File: src/rtl/traffic_sequencer_pkg.sv
`default_nettype none
// ============================================================================
// Module   : traffic_sequencer_pkg
// Brief    : Shared phase enum, phase durations and light encodings.
// Revision : 1.0 - initial release
// ============================================================================
package traffic_sequencer_pkg;

  typedef enum logic [2:0] {
    MAIN_GREEN  = 3'd0,
    MAIN_YELLOW = 3'd1,
    ALL_RED_1   = 3'd2,
    PED_WALK    = 3'd3,
    ALL_RED_2   = 3'd4,
    SIDE_GREEN  = 3'd5,
    SIDE_YELLOW = 3'd6,
    ALL_RED_3   = 3'd7
  } state_e;

  localparam logic [5:0] MAIN_GREEN_TICKS  = 6'd15;
  localparam logic [5:0] MAIN_YELLOW_TICKS = 6'd2;
  localparam logic [5:0] ALL_RED_1_TICKS   = 6'd2;
  localparam logic [5:0] PED_WALK_TICKS    = 6'd6;
  localparam logic [5:0] ALL_RED_2_TICKS   = 6'd2;
  localparam logic [5:0] SIDE_GREEN_TICKS  = 6'd8;
  localparam logic [5:0] SIDE_YELLOW_TICKS = 6'd2;
  localparam logic [5:0] ALL_RED_3_TICKS   = 6'd1;

  localparam logic [2:0] RED = 3'b100;
  localparam logic [2:0] YEL = 3'b010;
  localparam logic [2:0] GRN = 3'b001;

  function automatic logic [5:0] phase_ticks(input state_e s);
    logic [5:0] t;
    case (s)
      MAIN_GREEN:  t = MAIN_GREEN_TICKS;
      MAIN_YELLOW: t = MAIN_YELLOW_TICKS;
      ALL_RED_1:   t = ALL_RED_1_TICKS;
      PED_WALK:    t = PED_WALK_TICKS;
      ALL_RED_2:   t = ALL_RED_2_TICKS;
      SIDE_GREEN:  t = SIDE_GREEN_TICKS;
      SIDE_YELLOW: t = SIDE_YELLOW_TICKS;
      ALL_RED_3:   t = ALL_RED_3_TICKS;
      default:     t = ALL_RED_3_TICKS;
    endcase
    return t;
  endfunction

endpackage
`default_nettype wire

File: src/rtl/traffic_sequencer_phase_timer.sv
`default_nettype none
// ============================================================================
// Module   : phase_timer
// Brief    : 6-bit loadable down-counter; done pulses on a tick at count 0.
// Revision : 1.0 - initial release
// ============================================================================
module phase_timer #(
  parameter logic [5:0] RESET_VAL = 6'd0
) (
  input  logic       clk,
  input  logic       rst_n,
  input  logic       load,
  input  logic [5:0] load_val,
  input  logic       tick,
  output logic       done
);

  logic [5:0] count_q;
  logic [5:0] count_d;

  always_comb begin
    count_d = count_q;
    if (load) begin
      count_d = load_val;
    end else if (tick && (count_q != 6'd0)) begin
      count_d = count_q - 6'd1;
    end
  end

  always_ff @(posedge clk) begin
    if (!rst_n) begin
      count_q <= RESET_VAL;
    end else begin
      count_q <= count_d;
    end
  end

  assign done = (count_q == 6'd0) & tick;

endmodule
`default_nettype wire

File: src/rtl/traffic_sequencer.sv
`default_nettype none
// ============================================================================
// Module   : traffic_sequencer
// Brief    : Two-road traffic light sequencer with latched pedestrian phase.
// Revision : 1.0 - initial release
// ============================================================================
module traffic_sequencer
  import traffic_sequencer_pkg::*;
(
  input  logic       clk,
  input  logic       rst_n,
  input  logic       tick,
  input  logic       ped_req,
  output logic [2:0] main_light,
  output logic [2:0] side_light,
  output logic       walk,
  output logic       ped_pending,
  output logic [5:0] cycle_cnt
);

  state_e     state_q, state_d;
  logic       ped_pending_q, ped_pending_d;
  logic [5:0] cycle_cnt_q, cycle_cnt_d;
  logic       timer_done;
  logic [5:0] timer_load_val;

  // The timer reloads on the exit edge with the duration of the phase being entered.
  assign timer_load_val = phase_ticks(state_d) - 6'd1;

  phase_timer #(
    .RESET_VAL(MAIN_GREEN_TICKS - 6'd1)
  ) u_phase_timer (
    .clk      (clk),
    .rst_n    (rst_n),
    .load     (timer_done),
    .load_val (timer_load_val),
    .tick     (tick),
    .done     (timer_done)
  );

  always_comb begin
    state_d = state_q;
    if (timer_done) begin
      case (state_q)
        MAIN_GREEN:  state_d = MAIN_YELLOW;
        MAIN_YELLOW: state_d = ALL_RED_1;
        ALL_RED_1:   state_d = ped_pending_q ? PED_WALK : SIDE_GREEN;
        PED_WALK:    state_d = ALL_RED_2;
        ALL_RED_2:   state_d = SIDE_GREEN;
        SIDE_GREEN:  state_d = SIDE_YELLOW;
        SIDE_YELLOW: state_d = ALL_RED_3;
        ALL_RED_3:   state_d = MAIN_GREEN;
        default:     state_d = MAIN_GREEN;
      endcase
    end
  end

  // Entering the walk phase serves the request and wins over a same-cycle press.
  always_comb begin
    ped_pending_d = ped_pending_q;
    if (ped_req && (state_q != PED_WALK)) begin
      ped_pending_d = 1'b1;
    end
    if ((state_d == PED_WALK) && (state_q != PED_WALK)) begin
      ped_pending_d = 1'b0;
    end
  end

  always_comb begin
    cycle_cnt_d = cycle_cnt_q;
    if (tick) begin
      if (timer_done && (state_q == ALL_RED_3)) begin
        cycle_cnt_d = 6'd0;
      end else begin
        cycle_cnt_d = cycle_cnt_q + 6'd1;
      end
    end
  end

  always_ff @(posedge clk) begin
    if (!rst_n) begin
      state_q       <= MAIN_GREEN;
      ped_pending_q <= 1'b0;
      cycle_cnt_q   <= 6'd0;
    end else begin
      state_q       <= state_d;
      ped_pending_q <= ped_pending_d;
      cycle_cnt_q   <= cycle_cnt_d;
    end
  end

  always_comb begin
    main_light = RED;
    side_light = RED;
    walk       = 1'b0;
    case (state_q)
      MAIN_GREEN:  main_light = GRN;
      MAIN_YELLOW: main_light = YEL;
      SIDE_GREEN:  side_light = GRN;
      SIDE_YELLOW: side_light = YEL;
      PED_WALK:    walk       = 1'b1;
      default:     walk       = 1'b0;
    endcase
  end

  assign ped_pending = ped_pending_q;
  assign cycle_cnt   = cycle_cnt_q;

endmodule
`default_nettype wire

File: config.mk
export PLATFORM = sky130hd
export DESIGN_NAME = traffic_sequencer
export DESIGN_NICKNAME = d
export VERILOG_FILES = /design/src/rtl/traffic_sequencer_pkg.sv /design/src/rtl/traffic_sequencer_phase_timer.sv /design/src/rtl/traffic_sequencer.sv
export SDC_FILE = /design/constraint.sdc
export NUM_CORES = 1
export LEC_CHECK = 0
export BUFFER_PORTS_ARGS = -buffer_cell sky130_fd_sc_hd__buf_2
export CAP_MARGIN = 20
export CORE_MARGIN = 10
export CORE_UTILIZATION = 45
export CTS_CLUSTER_DIAMETER = 200
export DETAILED_ROUTE_END_ITERATION = 8
export GPL_ROUTABILITY_DRIVEN = 0
export GPL_TIMING_DRIVEN = 0
export PLACE_DENSITY = 0.66
export SYNTH_ARGS = -nofsm -noshare
export SYNTH_HDL_FRONTEND = slang
export SYNTH_SLANG_ARGS = --single-unit
File: constraint.sdc
create_clock -name clk -period 4.9 [get_ports clk]
set_input_delay 0.735 -clock clk [delete_from_list [all_inputs] [get_ports clk]]
set_output_delay 0.735 -clock clk [all_outputs]
set_load 0.1 [all_outputs]
Word level (Yosys, flattened, before mapping). Memory sizes are Yosys's and may differ from the RTL's. Index checks and enable logic that the tools add are counted.

Bits in registers: 16. Output and inout port bits: 14. Input port bits: 4. ROM bits: 32. Memories kept: 1.

Memory list: (no name shown) (depth 8, width 4, read ports 1, clocked after memory_dff 0, wr ports 0, line traffic_sequencer_pkg.sv:35) `case (s)`.

Bitwise operators: 2. Add/subtract/negate cells: 3. Reduce and logical (&&, ||, !) cells: 9. Equality and inequality tests: 9. Mux-type cells: 9.

Operators by type and width (number): $pmux 3 s8 (1); $mux 6 (3); $eq 3x3->1 const B (4); $pmux 3 s2 (2); $sub 6x1->6 const B (2); $eq 3x2->1 const B (3); $add 6x1->6 const B (1); $logic_not 6->1 (1); $mux 3 (2); $reduce_bool 6->1 (1); $logic_and 1x1->1 (4); $eq 3x1->1 const B (1); $logic_not 3->1 (1); $ne 3x2->1 const B (1); $reduce_bool 2->1 (1); $reduce_or 2->1 (1); $and 1x1->1 (1); $mux 1 (1); $not 1->1 (1).

Logic depth before layout (Yosys ltp). Gate-level depths: netlist of the first run.

Depth after elaboration: 6. Gate-level depth with buffers: 15. Depth with buffers taken out: 14.

Modules after synthesis. From an unflattened synthesis of the first run, not the netlist that was laid out.

Cell total of the unflattened synthesis: 134. Area, all modules: 1068.5 um^2.

By module, submodules not included: traffic_sequencer (times used 1, area each 665.6 um^2, cells each 84, seq. area each 200.2 um^2); phase_timer (times used 1, area each 402.9 um^2, cells each 50, seq. area each 120.1 um^2).

Least setup slack after synthesis of the first run. No wires, ideal clock.

Path kind: register to output. From: reg state_q[2]. To: out side_light[2]. Required time: 4.165 ns. Cell stages (with the launch flop): 6. Setup slack: 1.157 ns. Path buffers: 2. Arrival: 3.008 ns. Cells stage by stage: dfxtp_1 -> buf_6 -> clkbuf_1 -> nand2_1 -> nor2_1 -> nor2_1.

Word-level cells in the longest chain between the ends: 2. Elaborated cells between the ends (all ways): 3.

Ends and longest elaborated chain: from (decl) (line traffic_sequencer.sv:21) `state_e state_q, state_d;`; from (signal assigned) (line traffic_sequencer.sv:86) `state_q <= state_d;`; $eq 3x3->1 (line traffic_sequencer.sv:96) `case (state_q)`; $pmux 3 s2 (*) (line traffic_sequencer.sv:96); to (decl) (line traffic_sequencer.sv:15) `output logic [2:0] side_light,`.

Every way passes the cells marked *; elsewhere a longest branch is shown, timed or not.

Final worst setup path of the first run.
From: in tick. To: reg u_phase_timer.count_q[4].

Word-level cells in the longest chain between the ends: 5. Elaborated cells between the ends (all ways): 7.

Ends and longest elaborated chain: from (decl) (line traffic_sequencer.sv:12) `input logic tick,`; $and 1x1->1 (line traffic_sequencer_phase_timer.sv:38) `assign done = (count_q == 6'd0) & tick;`; $mux 3 (line traffic_sequencer.sv:43) `if (timer_done) begin`; net state_d[1] (line traffic_sequencer.sv:21); $mem_v2 8x4; $sub 6x1->6 (line traffic_sequencer.sv:28) `assign timer_load_val = phase_ticks(state_d) - 6'd1;`; $mux 6 (line traffic_sequencer_phase_timer.sv:23) `if (load) begin`; to (signal assigned) (line traffic_sequencer_phase_timer.sv:34) `count_q <= count_d;`; to (decl) (line traffic_sequencer_phase_timer.sv:18) `logic [5:0] count_q;`.

The timed path passes the listed nets, and every way through them passes these cells. A chain may end at the register's enable or synchronous reset.

==> impl_results.md, run 1 <==
* WL/cell at between 10 and 15 um
* Final HPWL DP at about 1.9 mm
* Crit path DAT at between 3000 and 4000 ps
* GRT Overall Usage at 0.1146
* Cell row count at 17
* Drt first pass iters at 4
* Final Routed Wirelength at ~2.5 mm
* Reg2Reg Depth at 14
* Post-route insts no fill at 177
* Worst Setup End Kind: register
* Number of global-route vias before repair at 960
* I/O Buffers at 17
* Max-slew violation count at 0
* Post-Syn Instances at 128
* NetSw at roughly 80 uW
* Fraction of layout instances using a drive strength above 1 at 0.2282
* CTS Buf Count at 3
* WS Path Type: input pin to register
* Switching Share at 0.2988
* Max-cap viol count at 0
* Die Y at between 60 and 70 um
* Final #Nets at 159
* Via Count at roughly 960
* Final Cycle Share at 0.7119
* RSZ-0062 raised after global routing: no
* Setup Fix Bufs, Post-CTS at 0
* Max_slew headroom at 0.6769
* Final core occ at 0.5451
* CTS root buf: clkbuf_4
* Core Area at about 0.0022 mm^2
* Die width at ~69 um
* Met2 Track Usage GR at 0.1889
* Buf+Inv Stages, Crit Path at 2
* Gate power share at 0.152
* CP top delay family: compound AO/OA/AOI/OAI gates
* Final setup viols at 0
* Net Count, Synth at around 140
* I/O pin count at 18
* CTS clock-pin slew for the worst setup and hold paths at between 100 and 150 ps
* TNS Setup at 0 ps
* Synth warnings at 0
* Pint at 191.6 uW
* Post-synth top flop: dfxtp_1
* Final Hold Vio Count at 0
* First-pass GRT wire length at 4.271 mm
* Fmax at roughly 0.29 GHz
* Worst path max stage delay at between 200 and 300 ps
* Layout fillers at between 200 and 250
* Detail Route Antenna Nets at 0
* Grt ovf at 0
* Crit path launch type: input pin
* DP Area at about 0.0012 mm^2
* CTS sink count at 16
* Critical Path Stages at 15
* Power Density at 224.5 mW/mm^2
* Clock buffer depth at 2
* Hold_buf cts at 0
* Vias/cell at 5.407
* Drc violations at 0
* Hold WC Path Type: register to register
* Met3 Usage GRT at 0.02254
* Clock Power Share at 0.338
* Largest net degree at the start of global routing at 11
* EDFF count, synth at 0
* Sequential area share after synthesis at 0.3019
* Area grow syn2layout at 14.74%
* Worst-path cell chain: buf_2, nor4b_2, and2_1, buf_2, o21ai_0, a22o_1, ha_1, mux2_2, o22ai_1, nand2_1, a31oi_1, ha_1, nand2_1, a2111oi_4, mux2i_1
* Yosys cell types at 40
* Skew-Pair Late Insertion Delay at around 300 ps
* Worst Path Max Fanout at 7
* Synthesized area at approximately 0.0011 mm^2
* Flop pwr share at 0.510
* Met1 Track Usage GR at 0.1427
* Critical path required time at slightly above 5000 ps
* VDD IR max at roughly 0.19 mV
* Clock Skews at ~5.8 ps
* GRT busiest layer: met2
* Leak pwr at roughly 0.00053 uW
* Crit path time final at ~3500 ps
* H-tree levels at 1
* Worst-margin pin slew at 484.6 ps
* Status: finished, final reports clean
* Syn avg cell area at just over 8 um^2
* Post-Place Cells at around 170
* Worst hold path cell count at 2
* Die ar. at 0.004700 mm^2
* FF+latch count, synth at 16
* Ys async rst share at 0
* Antenna violations before repair at 0
* Iter 0 DRT Violations at 54
* Resized cells post-CTS at 0
* Design Area, Final at between 0.001 and 0.0015 mm^2
* Antenna cells at 0
* TritonCTS clock tree: built
* Initial core utilization at 0.4751
* CP max-delay cell: nor4b_2
## worst min-delay path, cell delays in order, from the launching register on
cell     delay, ps
dfxtp_1        340
inv_1           70
a31oi_1         70
## flip-flops by register name, indices dropped and copies added (netlist names)
register / cells
state_q: 3
u_phase_timer.count_q: 6
ped_pending: 1
cycle_cnt: 6
## routing by layer
metal / part of all wire / vias to the layer above
met3: 0.053 / 2
met4: 0.011 / 0
li1: - / 480
met2: 0.46 / 18
met1: 0.47 / 457
met5: 0 / -
## power by group through the flow
stage               logic (uW)  clock network [uW]  registers, uW
floorplan                 16.3                   0            158
global placement          40.4                   0            142
detailed placement        41.1                   0            142
CTS                       41.2                94.0            139
global route              44.8                 101            140
finish                    41.4                92.5            139
## cells by family (layout without fill, tap and decap cells)
logic type,after synthesis,count (layout),synth area share
AND/OR/NAND/NOR,58,58,0.2866
AO/OA/AOI/OAI,25,25,0.1722
flip-flops,16,16,0.3019
buffers and inverters,12,33,0.06957
XOR/XNOR,7,7,0.05778
adder cells (fa/ha/maj),5,5,0.05896
multiplexers,5,5,0.05306
## metrics by stage
step / power, uW / setup WS, ps / hold WS, ps
6_report: 273.3 / 1412 / 514.3
2_1_floorplan: 174.4 / 1157 / 457.9
5_1_grt: 285.8 / 1130 / 553.4
4_1_cts: 274.3 / 1425 / 510.9
3_5_place_dp: 183.1 / 1130 / 495.1
3_3_place_gp: 182.1 / 1213 / 479.1
## placed cells by master, fill, tap and decap left out, drive strengths merged, types with 3 or more instances in the layout
master	n
dfxtp	16
mux2i	3
xor2	3
a31oi	3
nor2	21
ha	5
nand4	3
or2	3
buf	21
clkbuf	6
inv	5
o21ai	7
nand2	15
nor2b	3
a21oi	3
xnor2	4
and2	5
## cell usage after synthesis (2+ instances only)
| library cell | number | area (um^2) |
|---|---|---|
| nor2_1 | 21 | 78.83 |
| dfxtp_1 | 16 | 320.3 |
| nand2_1 | 15 | 56.30 |
| o21ai_0 | 7 | 35.03 |
| and2_1 | 5 | 31.28 |
| ha_1 | 5 | 62.56 |
| inv_1 | 5 | 18.77 |
| xnor2_1 | 4 | 35.03 |
| a21oi_1 | 3 | 15.01 |
| a31oi_1 | 3 | 18.77 |
| buf_6 | 3 | 33.78 |
| mux2i_1 | 3 | 30.03 |
| nand4_1 | 3 | 18.77 |
| nor2b_1 | 3 | 18.77 |
| xor2_1 | 3 | 26.28 |
| clkbuf_1 | 2 | 7.510 |
| nor3_1 | 2 | 10.01 |
| o22ai_1 | 2 | 12.51 |
| or2_4 | 2 | 17.52 |
## worst paths after layout
| path | startpoint | end | slack [ps] |
|---|---|---|---|
| worst max-delay path | tick | u_phase_timer.count_q[4]$_SDFFE_PN0P_ | 1410 |
| worst min-delay path | u_phase_timer.count_q[2]$_SDFFE_PN1P_ | u_phase_timer.count_q[2]$_SDFFE_PN1P_ | 510 |
| worst max register to register | u_phase_timer.count_q[0]$_SDFFE_PN0P_ | u_phase_timer.count_q[4]$_SDFFE_PN0P_ | 1480 |
| worst min register to register | u_phase_timer.count_q[2]$_SDFFE_PN1P_ | u_phase_timer.count_q[2]$_SDFFE_PN1P_ | 510 |
## area by class of cell
class	instances	area (um^2)	area share
Clock buffer	4	36.28	0.02980
Sequential cell	16	320.3	0.2631
Tap cell	28	35.03	0.02878
Buffer	7	55.05	0.04522
Multi-Input combinational cell	100	666.9	0.5478
Timing Repair Buffer	17	85.08	0.06989
Inverter	5	18.77	0.01542
Note: power is estimated with default switching activity, not from simulation.
==> run 2: changes to the inputs <==
Clock period 4.9 ns to 3.39 ns, I/O delays scaled along.
==> run 2 against run 1 <==
Net effect: core utilization up 2.0 points; sequential power up 46%; highest routed layer unchanged; cell count rose by 0.56%; critical path type is now register to register; wire length down 0.98%; clock power rose by 44%; global-route usage rose by 0.077 points; critical endpoint unchanged; flip-flop and latch count unchanged; non-clock buffer count rose by 1; die area stayed put; sequential share of layout area decreased by 0.91 points; final area grew 3.6%; power increased by 45%.
==> impl_results.md, run 2 (synthesized netlist as in run 1, its figures left out) <==
* H-tree levels at 1
* Core Area at roughly 0.0022 mm^2
* Clock Power Share at 0.336
* Worst-path cell chain: nor4b_4, and2_1, clkbuf_4, o21ai_0, a22o_1, ha_2, mux2_2, o22ai_1, nand2_1, a31oi_2, ha_2, nand2_1, a2111oi_4, mux2i_1
* Buf+Inv Stages, Crit Path at 1
* Number of global-route vias before repair at a little over 900
* Final HPWL DP at 1.869 mm
* First-pass GRT wire length at about 4.2 mm
* Max-cap viol count at 0
* Initial core utilization at 0.4751
* Largest net degree at the start of global routing at 11
* Cell row count at 17
* Critical path required time at 3630 ps
* CTS clock-pin slew for the worst setup and hold paths at 100 ps
* Final Cycle Share at 0.9407
* WL/cell at ~14 um
* Crit path time final at about 3200 ps
* CTS Buf Count at 3
* Drt first pass iters at 4
* Register Area at approximately 320 um^2
* Worst Path Max Fanout at 7
* I/O Buffers at 17
* Die width at between 60 and 70 um
* Die Y at just under 70 um
* VDD IR max at 0.2176 mV
* WS Path Type: register to register
* CTS root buf: clkbuf_4
* Status: finished, final reports clean
* I/O pin count at 18
* Max-slew violation count at 0
* Final Routed Wirelength at between 2 and 2.5 mm
* Max_slew headroom at 0.6401
* CTS sink count at 16
* Commonest non-fill, non-tap cell in the layout: nor2_1
* Layout fillers at 231
* Worst path max stage delay at about 370 ps
* Fraction of layout instances using a drive strength above 1 at 0.2667
* Vias/cell at around 5.4
* Switching Share at 0.2981
* Hold WC Path Type: input pin to register
* Total power at a little under 400 uW
* Most frequent cells in the layout: 20 x nor2_1, 17 x buf_2, 16 x dfxtp_1, 15 x nand2_1, 7 x o21ai_0
* Worst-margin pin slew at ~540 ps
* GRT Overall Usage at 0.1154
* Antenna cells at 0
* Antenna violations before repair at 0
* Final Hold Vio Count at 0
* CP top delay family: compound AO/OA/AOI/OAI gates
* Area grow syn2layout at 18.87%
* Detail Route Antenna Nets at 0
* Final setup viols at 0
* Power Density at between 300 and 400 mW/mm^2
* NetSw at 118.0 uW
* Crit path DAT at 3430 ps
* Via Count at 961
* Final #Nets at 160
* TNS Setup at 0 ps
* Skew-Pair Late Insertion Delay at 300 ps
* Grt ovf at 0
* RSZ-0062 raised after global routing: no
* Pint at 277.9 uW
* Flop pwr share at 0.512
* TritonCTS clock tree: built
* Clock Skews at 2.089 ps
* Drc violations at 0
* Leak pwr at 0.0005330 uW
* Worst Setup End Kind: register
* Area of the multi-input gates at roughly 700 um^2
* Clock buffer depth at 2
* Die ar. at about 0.0047 mm^2
* CP max-delay cell: dfxtp_1
* Crit path launch type: register
* Iter 0 DRT Violations at 52
* Gate power share at 0.152
* Fmax at between 0.3 and 0.4 GHz
-- run 2: worst paths after layout --
| check | start | end | slack (ps) | cells after the start |
|---|---|---|---|---|
| setup / recovery | u_phase_timer.count_q[4]$_SDFFE_PN0P_ | u_phase_timer.count_q[4]$_SDFFE_PN0P_ | 200 | 14 |
| hold / removal | rst_n | u_phase_timer.count_q[4]$_SDFFE_PN0P_ | 510 | 3 |
| setup reg to reg | u_phase_timer.count_q[4]$_SDFFE_PN0P_ | u_phase_timer.count_q[4]$_SDFFE_PN0P_ | 200 | 14 |
| hold reg to reg | u_phase_timer.count_q[4]$_SDFFE_PN0P_ | u_phase_timer.count_q[4]$_SDFFE_PN0P_ | 540 | 2 |
-- run 2: cell type report --
type                            instances  area share
Tap cell                               28     0.02778
Timing Repair Buffer                   18     0.07341
Inverter                                5     0.01488
Multi-Input combinational cell        100      0.5556
Clock buffer                            4     0.02877
Sequential cell                        16      0.2540
Buffer                                  7     0.04563
-- run 2: power by group through the flow --
stage	Sequential (uW)	Combinational [uW]	Clock [uW]
6_report	203	60.1	133
2_1_floorplan	228	23.5	0
4_1_cts	201	59.0	137
5_1_grt	204	66.1	148
3_3_place_gp	205	58.2	0
3_5_place_dp	205	58.8	0
-- run 2: per-layer routing --
layer,share of wire,GRT usage
met1,0.44,0.1413
met2,0.47,0.1820
met3,0.074,0.02899
met4,0.020,0.06030
met5,0,0
-- run 2: metrics by stage --
stage	utilization	std cells	hold WS, ps	instance area, um^2	setup slack, ps
floorplan	-	128	457.9	1064	215.8
CTS	0.5462	177	505.8	1220	5.281
global placement	0.5300	173	479.6	1184	-79.80
finish	0.5647	178	507.1	1261	201.1
global route	0.5647	178	526.3	1261	35.21
detailed placement	0.5300	173	497.1	1184	-165.4
-- run 2: timing repair --
action / CTS / global route
buffers inserted: 0 / 1
resized for setup: 0 / 7
setup endpoints to repair: 0 / 1
hold endpoints to repair: 0 / 0
hold buffers: 0 / 0
-- run 2: worst reg2reg max path, stage by stage (launching register included) --
cell and delay [ps]:
dfxtp_1 370, nor4b_4 310, and2_1 160, clkbuf_4 200
o21ai_0 100, a22o_1 230, ha_2 220, mux2_2 270
o22ai_1 140, nand2_1 90, a31oi_2 230, ha_2 230
nand2_1 80, a2111oi_4 290, mux2i_1 200
